`src/rtl/sprite_pkg.sv`:
```
// Shared sprite-sheet geometry, jump FSM state type and frame-index mapping.
// Also used by the rom/palette wrappers.
package sprite_pkg;

  localparam int unsigned SPR_W    = 64;
  localparam int unsigned SPR_H    = 64;
  localparam int unsigned N_FRAMES = 4;

  localparam int unsigned SPR_W_LG = $clog2(SPR_W);
  localparam int unsigned SPR_H_LG = $clog2(SPR_H);
  localparam int unsigned FRAME_W  = $clog2(N_FRAMES);
  localparam int unsigned ADDR_W   = FRAME_W + SPR_W_LG + SPR_H_LG;

  typedef enum logic [1:0] {GROUND, RISE, FALL, LAND} jump_state_t;

  function automatic logic [FRAME_W-1:0] frame_index(input jump_state_t state);
    logic [FRAME_W-1:0] idx;
    unique case (state)
      GROUND:  idx = FRAME_W'(0);
      RISE:    idx = FRAME_W'(1);
      FALL:    idx = FRAME_W'(2);
      LAND:    idx = FRAME_W'(3);
      default: idx = FRAME_W'(0);
    endcase
    return idx;
  endfunction

endpackage

```
`src/rtl/sprite_addr_gen.sv`:
```
// Beam-vs-sprite hit test; registers the sprite ROM address and sprite_on with 1-cycle latency.
module sprite_addr_gen
  import sprite_pkg::*;
(
  input  logic                vga_clk_i,
  input  logic                reset_i,
  input  logic [9:0]          pos_x_i,
  input  logic [9:0]          pos_y_i,
  input  logic [FRAME_W-1:0]  frame_i,
  input  logic [9:0]          draw_x_i,
  input  logic [9:0]          draw_y_i,
  output logic [ADDR_W-1:0]   rom_address_o,
  output logic                sprite_on_o
);

  logic [10:0]       draw_x_ext, draw_y_ext, pos_x_ext, pos_y_ext;
  logic [10:0]       dx, dy;
  logic              hit_x, hit_y, hit;
  logic [ADDR_W-1:0] addr;
  logic [ADDR_W-1:0] rom_address_q;
  logic              sprite_on_q;

  // 11-bit compares so pos + SPR_W cannot wrap at the right/bottom edge.
  always_comb begin
    draw_x_ext = {1'b0, draw_x_i};
    draw_y_ext = {1'b0, draw_y_i};
    pos_x_ext  = {1'b0, pos_x_i};
    pos_y_ext  = {1'b0, pos_y_i};
    dx         = draw_x_ext - pos_x_ext;
    dy         = draw_y_ext - pos_y_ext;
    hit_x      = (draw_x_ext >= pos_x_ext) && (draw_x_ext < pos_x_ext + 11'(SPR_W));
    hit_y      = (draw_y_ext >= pos_y_ext) && (draw_y_ext < pos_y_ext + 11'(SPR_H));
    hit        = hit_x && hit_y;
    addr       = (ADDR_W'(frame_i) << (SPR_W_LG + SPR_H_LG))
               + (ADDR_W'(dy) << SPR_W_LG)
               + ADDR_W'(dx);
  end

  always_ff @(posedge vga_clk_i) begin
    if (reset_i) begin
      rom_address_q <= '0;
      sprite_on_q   <= 1'b0;
    end else begin
      rom_address_q <= hit ? addr : '0;
      sprite_on_q   <= hit;
    end
  end

  assign rom_address_o = rom_address_q;
  assign sprite_on_o   = sprite_on_q;

endmodule

```
`src/rtl/sprite_jump_animator.sv`:
```
// Fighter sprite position and jump FSM, updated once per frame on frame_start,
// feeding the sprite ROM address generator.
module sprite_jump_animator
  import sprite_pkg::*;
#(
  parameter int unsigned GROUND_Y = 400,
  parameter int unsigned X_MIN    = 0,
  parameter int unsigned X_MAX    = 576,
  parameter int unsigned X_INIT   = 288,
  parameter int unsigned STEP_X   = 2,
  parameter int unsigned JUMP_V0  = 12,
  parameter int unsigned GRAVITY  = 1
) (
  input  logic              vga_clk,
  input  logic              reset,
  input  logic              frame_start,
  input  logic [9:0]        DrawX,
  input  logic [9:0]        DrawY,
  input  logic              btn_left,
  input  logic              btn_right,
  input  logic              btn_jump,
  output logic [ADDR_W-1:0] rom_address,
  output logic              sprite_on,
  output logic [9:0]        pos_x,
  output logic [9:0]        pos_y,
  output logic              jumping
);

  localparam logic signed [10:0] GroundYS = 11'(GROUND_Y);
  localparam logic signed [10:0] XMinS    = 11'(X_MIN);
  localparam logic signed [10:0] XMaxS    = 11'(X_MAX);
  localparam logic signed [10:0] StepXS   = 11'(STEP_X);
  localparam logic signed [10:0] JumpV0S  = 11'(JUMP_V0);
  localparam logic signed [10:0] GravityS = 11'(GRAVITY);

  jump_state_t        state_q, state_d;
  logic [9:0]         pos_x_q, pos_x_d;
  logic [9:0]         pos_y_q, pos_y_d;
  logic signed [10:0] vel_q, vel_d;
  logic               jumping_q;

  logic signed [10:0] x_calc, y_calc, v_calc;

  always_comb begin
    state_d = state_q;
    pos_x_d = pos_x_q;
    pos_y_d = pos_y_q;
    vel_d   = vel_q;
    y_calc  = '0;
    v_calc  = '0;

    // Horizontal move with saturation, independent of jump state.
    x_calc = signed'({1'b0, pos_x_q});
    if (btn_left && !btn_right) begin
      x_calc = x_calc - StepXS;
    end else if (btn_right && !btn_left) begin
      x_calc = x_calc + StepXS;
    end
    if (x_calc < XMinS) begin
      pos_x_d = XMinS[9:0];
    end else if (x_calc > XMaxS) begin
      pos_x_d = XMaxS[9:0];
    end else begin
      pos_x_d = x_calc[9:0];
    end

    unique case (state_q)
      GROUND: begin
        if (btn_jump) begin
          vel_d   = JumpV0S;
          state_d = RISE;
        end
      end
      RISE: begin
        y_calc  = signed'({1'b0, pos_y_q}) - vel_q;
        pos_y_d = y_calc[10] ? 10'd0 : y_calc[9:0];
        v_calc  = vel_q - GravityS;
        if (v_calc <= 0) begin
          vel_d   = '0;
          state_d = FALL;
        end else begin
          vel_d = v_calc;
        end
      end
      FALL: begin
        v_calc = vel_q + GravityS;
        y_calc = signed'({1'b0, pos_y_q}) + v_calc;
        if (y_calc >= GroundYS) begin
          pos_y_d = GroundYS[9:0];
          vel_d   = '0;
          state_d = LAND;
        end else begin
          pos_y_d = y_calc[9:0];
          vel_d   = v_calc;
        end
      end
      LAND: begin
        state_d = GROUND;
      end
      default: state_d = GROUND;
    endcase
  end

  always_ff @(posedge vga_clk) begin
    if (reset) begin
      state_q   <= GROUND;
      pos_x_q   <= 10'(X_INIT);
      pos_y_q   <= 10'(GROUND_Y);
      vel_q     <= '0;
      jumping_q <= 1'b0;
    end else if (frame_start) begin
      state_q   <= state_d;
      pos_x_q   <= pos_x_d;
      pos_y_q   <= pos_y_d;
      vel_q     <= vel_d;
      jumping_q <= (state_d == RISE) || (state_d == FALL);
    end
  end

  sprite_addr_gen u_addr_gen (
    .vga_clk_i     (vga_clk),
    .reset_i       (reset),
    .pos_x_i       (pos_x_q),
    .pos_y_i       (pos_y_q),
    .frame_i       (frame_index(state_q)),
    .draw_x_i      (DrawX),
    .draw_y_i      (DrawY),
    .rom_address_o (rom_address),
    .sprite_on_o   (sprite_on)
  );

  assign pos_x   = pos_x_q;
  assign pos_y   = pos_y_q;
  assign jumping = jumping_q;

endmodule

```
`config.mk`:
```
export PLATFORM = sky130hd
export DESIGN_NAME = sprite_jump_animator
export DESIGN_NICKNAME = d
export VERILOG_FILES = /design/src/rtl/sprite_pkg.sv /design/src/rtl/sprite_addr_gen.sv /design/src/rtl/sprite_jump_animator.sv
export SDC_FILE = /design/constraint.sdc
export NUM_CORES = 1
export LEC_CHECK = 0
export ABC_AREA = 1
export CAP_MARGIN = 25
export CORE_MARGIN = 5
export CORE_UTILIZATION = 28
export DETAILED_ROUTE_END_ITERATION = 16
export GPL_ROUTABILITY_DRIVEN = 0
export GPL_TIMING_DRIVEN = 0
export HOLD_SLACK_MARGIN = 0.08
export RECOVER_POWER = 100
export SYNTH_ARGS = -nofsm -noshare
export SYNTH_HDL_FRONTEND = slang
export SYNTH_HIERARCHICAL = 1
export SYNTH_SLANG_ARGS = --single-unit
```
`constraint.sdc`:
```
create_clock -name vga_clk -period 3.3 [get_ports vga_clk]
set_clock_uncertainty 0.2 [all_clocks]
set_input_delay 0.66 -clock vga_clk [delete_from_list [all_inputs] [get_ports vga_clk]]
set_output_delay 0.66 -clock vga_clk [all_outputs]
set_load 0.02 [all_outputs]
```
==> metrics.txt <==
# TYPE chip_impl_metric gauge
chip_impl_metric{name="number_of_flip_flops_and_latches_in_the_synthesized_netlist",unit=""} 48
chip_impl_metric{name="drt_drc_violations_left",unit=""} 0
chip_impl_metric{name="critPathBufInv",unit=""} 2
chip_impl_metric{name="crit_path_max_fanout",unit=""} 4
chip_impl_info{name="r2r-end",value="vel_q[0]"} 1
chip_impl_info{name="synth_flop_cell",value="dfxtp_1"} 1
chip_impl_info{name="criticalPathCategory",value="input pin to register"} 1
chip_impl_metric{name="synth.yosys.seq_area_share",unit="%"} 17.4
chip_impl_metric{name="number_of_antenna_violations_at_the_first_check_in_global_routing",unit=""} 0
chip_impl_metric{name="timing.reg2reg.setup_slack",unit="ns"} 0.15
chip_impl_info{name="worstSetupEndpointType",value="register"} 1
chip_impl_metric{name="dp_cells",unit=""} 1216
chip_impl_metric{name="die_area",unit="um^2"} 22700
chip_impl_info{name="critical_path.startpoint_type",value="input pin"} 1
chip_impl_metric{name="maximum_number_of_pins_on_one_net_before_global_route_repair",unit=""} 15
chip_impl_metric{name="routed_wire_length_per_instance",unit="um"} 12.8
chip_impl_metric{name="dr.first_iter.drc_count",unit=""} 333
chip_impl_info{name="cp_top_family",value="simple AND/OR/NAND/NOR gates"} 1
chip_impl_metric{name="dp_slack",unit="ns"} -0.446
chip_impl_metric{name="ant_nets",unit=""} 0
chip_impl_info{name="timing.critical_path.cells",value="clkdlybuf4s50_1, ha_4, nand2_2, nor2_1, nand3_1, nand3_1, xor2_1, inv_1, ha_4, nand3_2, nand2_2, a21o_1, nand3_1, or2_1, a21oi_1"} 1
chip_impl_metric{name="data_arrival_at_the_endpoint_of_the_critical_path",unit="ns"} 3.17
chip_impl_info{name="crit_slowest_cell",value="clkdlybuf4s50_1"} 1
chip_impl_metric{name="die-width",unit="um"} 151
chip_impl_metric{name="layout.nets",unit=""} 1066
chip_impl_metric{name="maxClockFrequency",unit="MHz"} 318
chip_impl_metric{name="maxSlewViolCount",unit=""} 0
chip_impl_metric{name="detail_route.first_pass.iterations",unit=""} 5
chip_impl_metric{name="critical_path.max_stage_delay",unit="ns"} 0.51
chip_impl_metric{name="final-setup-viol-count",unit=""} 0
chip_impl_metric{name="internal-power",unit="mW"} 1.42
chip_impl_metric{name="cts_num_sinks",unit=""} 48
chip_impl_metric{name="finalHoldWorstSlack",unit="ns"} 0.306
chip_impl_info{name="status",value="complete, no violations"} 1
chip_impl_metric{name="die_h",unit="um"} 151
chip_impl_metric{name="pwr-share-seq",unit="%"} 27.9
chip_impl_metric{name="synthesis.instances",unit=""} 890
chip_impl_metric{name="setup_ws",unit="ns"} 0.153
chip_impl_metric{name="area_growth",unit="%"} 26.2
chip_impl_metric{name="cts_max_path_buffers",unit=""} 2
chip_impl_metric{name="total_leakage_power",unit="nW"} 3.47
chip_impl_metric{name="dp_hpwl",unit="um"} 12600
chip_impl_info{name="rsz0062_at_grt",value="yes"} 1
chip_impl_metric{name="met3_capacity_usage_during_global_routing",unit="%"} 2.29
chip_impl_metric{name="layout_worst_path_cycle_share",unit="%"} 95.4
chip_impl_metric{name="cap_viol_max_count",unit=""} 0
chip_impl_info{name="worstHoldStart",value="vel_q[0]"} 1
chip_impl_info{name="gr-max-usage-layer",value="met2"} 1
chip_impl_metric{name="gr-usage-all-layers",unit="%"} 13.5
chip_impl_metric{name="slew_at_the_pin_with_the_worst_max_slew_slack",unit="ns"} 0.717
chip_impl_metric{name="via_per_inst",unit=""} 4.56
chip_impl_metric{name="power.clock.fraction",unit="%"} 20.8
chip_impl_metric{name="num_rows",unit=""} 51
chip_impl_metric{name="synth_area_per_cell",unit="um^2"} 6.22
chip_impl_metric{name="instances_no_fill",unit=""} 1233
chip_impl_metric{name="detailroute.via_count",unit=""} 5627
chip_impl_metric{name="grt_first_pass_wirelength",unit="um"} 25000
chip_impl_metric{name="cts_hold_buffers",unit=""} 0
chip_impl_metric{name="wl",unit="um"} 15800
chip_impl_metric{name="floorplan.core_area",unit="um^2"} 19500
chip_impl_metric{name="yosysWarnings",unit=""} 6
chip_impl_info{name="worst_r2r_startpoint",value="vel_q[2]"} 1
chip_impl_metric{name="fraction_of_final_layout_cells_with_drive_strength_greater_than_1",unit="%"} 12.2
chip_impl_metric{name="design.portCount",unit=""} 62
chip_impl_metric{name="antenna_cells_inserted",unit=""} 0
chip_impl_metric{name="switchingPower",unit="mW"} 1.03
chip_impl_info{name="end_of_the_worst_hold_path",value="vel_q[0]"} 1
chip_impl_metric{name="first_global_vias",unit=""} 5159
chip_impl_metric{name="groute.layer.met2.usage",unit="%"} 22.6
chip_impl_metric{name="cts_inserted_buffers",unit=""} 5
chip_impl_metric{name="rr_worst_depth",unit=""} 23
chip_impl_metric{name="slew-limit-headroom",unit="%"} 51.9
chip_impl_metric{name="synthDistinctLibCells",unit=""} 45
chip_impl_info{name="critPathMostFrequentCell",value="nand3_1"} 1
chip_impl_metric{name="gr-usage-met1",unit="%"} 18.3
chip_impl_metric{name="clkSlewWorstSetupHoldPaths",unit="ns"} 0.07
chip_impl_metric{name="fin_crit",unit="ns"} 3.15
chip_impl_metric{name="ir_drop",unit="mV"} 0.206
chip_impl_info{name="min_path_type",value="register to register"} 1
chip_impl_metric{name="place.port_buffers",unit=""} 60
chip_impl_metric{name="wp_data_required",unit="ns"} 3.33
chip_impl_metric{name="syn_area",unit="um^2"} 5540
chip_impl_metric{name="initial_utilization",unit="%"} 28.4
chip_impl_metric{name="htree_levels",unit=""} 2
chip_impl_metric{name="power.share.switching",unit="%"} 42.2
chip_impl_info{name="cts_tree",value="yes"} 1
chip_impl_metric{name="grt_overflow",unit=""} 0
chip_impl_metric{name="clock_insertion_delay_worst_skew",unit="ns"} 0.29
chip_impl_metric{name="powerDensity",unit="nW/um^2"} 351
chip_impl_info{name="clock-root-buffer",value="clkbuf_16"} 1
chip_impl_metric{name="timing.hold.worst_path_depth",unit=""} 2
chip_impl_metric{name="hold_violations",unit=""} 0
chip_impl_metric{name="synth-edff-count",unit=""} 0
chip_impl_metric{name="ys_async_sr_fraction",unit="%"} 0
chip_impl_metric{name="combinationalPowerShare",unit="%"} 51.3
==> cells in the final DEF, fill, tap and decap left out, drive strengths merged <==
master         synthesis  final
nor2                  90     90
o21bai                 3      3
fa                     5      5
clkinv                 0      1
o21ai                 34     34
inv                  155    154
o211ai                 4      4
a21o                   5      5
clkinvlp               0      2
ha                    67     67
nand3                 67     67
xnor2                 16     16
or2                    8      8
o22ai                  1      1
clkdlybuf4s50          0     30
a21oi                 57     57
dfxtp                 48     48
conb                   1      2
nand3b                 1      1
or3                    1      1
buf                    3     14
nand4                 17     17
clkbuf                 5      9
a31oi                 15     15
nand2                254    254
o2111ai                1      1
xor2                  25     25
dlygate4sd3            0     25
nor3                   7      7
dlymetal6s2s           0      5
==> layout make-up <==
class / count / area, um^2
Sequential cell: 48 / 971
Clock buffer: 5 / 125
Buffer: 8 / 50.0
Inverter: 155 / 593
Fill cell: 2107 / 12500
Clock inverter: 2 / 12.5
Tap cell: 265 / 332
Timing Repair Buffer: 70 / 688
Multi-Input combinational cell: 680 / 4220
==> power groups by stage <==
stage / Sequential [mW] / Clock [mW] / Combinational, mW
3_3_place_gp: 0.695 / 0 / 1.13
2_1_floorplan: 0.708 / 0 / 0.832
6_report: 0.684 / 0.511 / 1.26
5_1_grt: 0.691 / 0.554 / 1.42
4_1_cts: 0.683 / 0.532 / 1.16
3_5_place_dp: 0.695 / 0 / 1.14
==> synthesized netlist by cell type, types with 2 or more instances <==
| master | instances | area, um^2 |
|---|---|---|
| ha_1 | 67 | 838 |
| nand3_1 | 65 | 325 |
| o21ai_0 | 28 | 140 |
| nor2_1 | 74 | 278 |
| or2_2 | 5 | 31.3 |
| a21o_1 | 5 | 37.5 |
| a21oi_2 | 3 | 26.3 |
| xnor2_1 | 16 | 140 |
| o21bai_1 | 3 | 22.5 |
| xor2_1 | 25 | 219 |
| nand4_1 | 16 | 100 |
| nand2_2 | 9 | 56.3 |
| dfxtp_1 | 48 | 961 |
| nor3_1 | 5 | 25.0 |
| clkbuf_1 | 4 | 15.0 |
| o211ai_1 | 4 | 30.0 |
| a21oi_1 | 54 | 270 |
| fa_1 | 5 | 100 |
| inv_1 | 148 | 556 |
| nand3_2 | 2 | 20.0 |
| a31oi_1 | 15 | 93.8 |
| inv_2 | 6 | 22.5 |
| nand2_1 | 244 | 916 |
| nor2_4 | 3 | 33.8 |
| o21ai_1 | 5 | 25.0 |
| nor2_2 | 12 | 75.1 |
==> layer usage <==
metal / wire length, um / vias to the layer above
met5: 0 / -
met4: 205 / 0
met3: 872 / 15
met2: 7320 / 137
met1: 7410 / 2474
li1: - / 3001
==> flip-flops by register name, summed over array words and instances (netlist names) <==
signal and cells:
u_addr_gen/rom_address_o 14, vel_q 11, pos_y 10, pos_x 9, state_q 2, jumping 1
u_addr_gen/sprite_on_o 1
==> worst min-delay path: stages (launching register included) <==
cell and delay (ns):
dfxtp_2 0.35, nand2_1 0.06, a21oi_1 0.06
==> how the worst max path moves through the flow <==
stage | start | slack (ns) | depth (start not counted) | to
6_report | DrawX[8] | 0.15 | 15 | u_addr_gen/rom_address_o[12]
5_1_grt | vel_q[2] | -0.05 | 25 | pos_y[0]
4_1_cts | DrawX[1] | 0.01 | 16 | u_addr_gen/rom_address_o[12]
3_5_place_dp | DrawX[1] | -0.45 | 16 | u_addr_gen/rom_address_o[12]
3_3_place_gp | DrawX[1] | -0.42 | 16 | u_addr_gen/rom_address_o[12]
2_1_floorplan | pos_x[1] | 0.27 | 16 | u_addr_gen/rom_address_o[12]
==> cells by family (layout without fill, tap and decap cells) <==
logic type	count (synthesis)	after routing	synth area share, %
other	1	2	0.0677
XOR/XNOR	41	41	6.49
adder cells (fa/ha/maj)	72	72	16.9
AO/OA/AOI/OAI	120	120	12.1
buffers and inverters	163	240	11.4
flip-flops	48	48	17.4
AND/OR/NAND/NOR	445	445	35.7
==> what timing repair did <==
| item | in CTS | in global routing |
|---|---|---|
| hold endpoints to repair | 0 | 0 |
| setup endpoints to repair | 27 | 27 |
| gates resized for setup | 11 | 58 |
| setup buffers | 2 | 8 |
| pin swaps | 4 | 15 |
==> per-stage QoR <==
| stage | instance area, um^2 | power, mW | TNS (ns) | utilization (%) |
|---|---|---|---|---|
| 6_report | 6990 | 2.45 | 0 | 35.9 |
| 2_1_floorplan | 5540 | 1.54 | 0 | - |
| 3_5_place_dp | 6470 | 1.83 | -6.09 | 33.3 |
| 4_1_cts | 6680 | 2.38 | 0 | 34.3 |
| 3_3_place_gp | 6470 | 1.83 | -4.67 | 33.3 |
| 5_1_grt | 6990 | 2.67 | -0.157 | 35.9 |
Note: power is estimated with default switching activity, not from simulation.
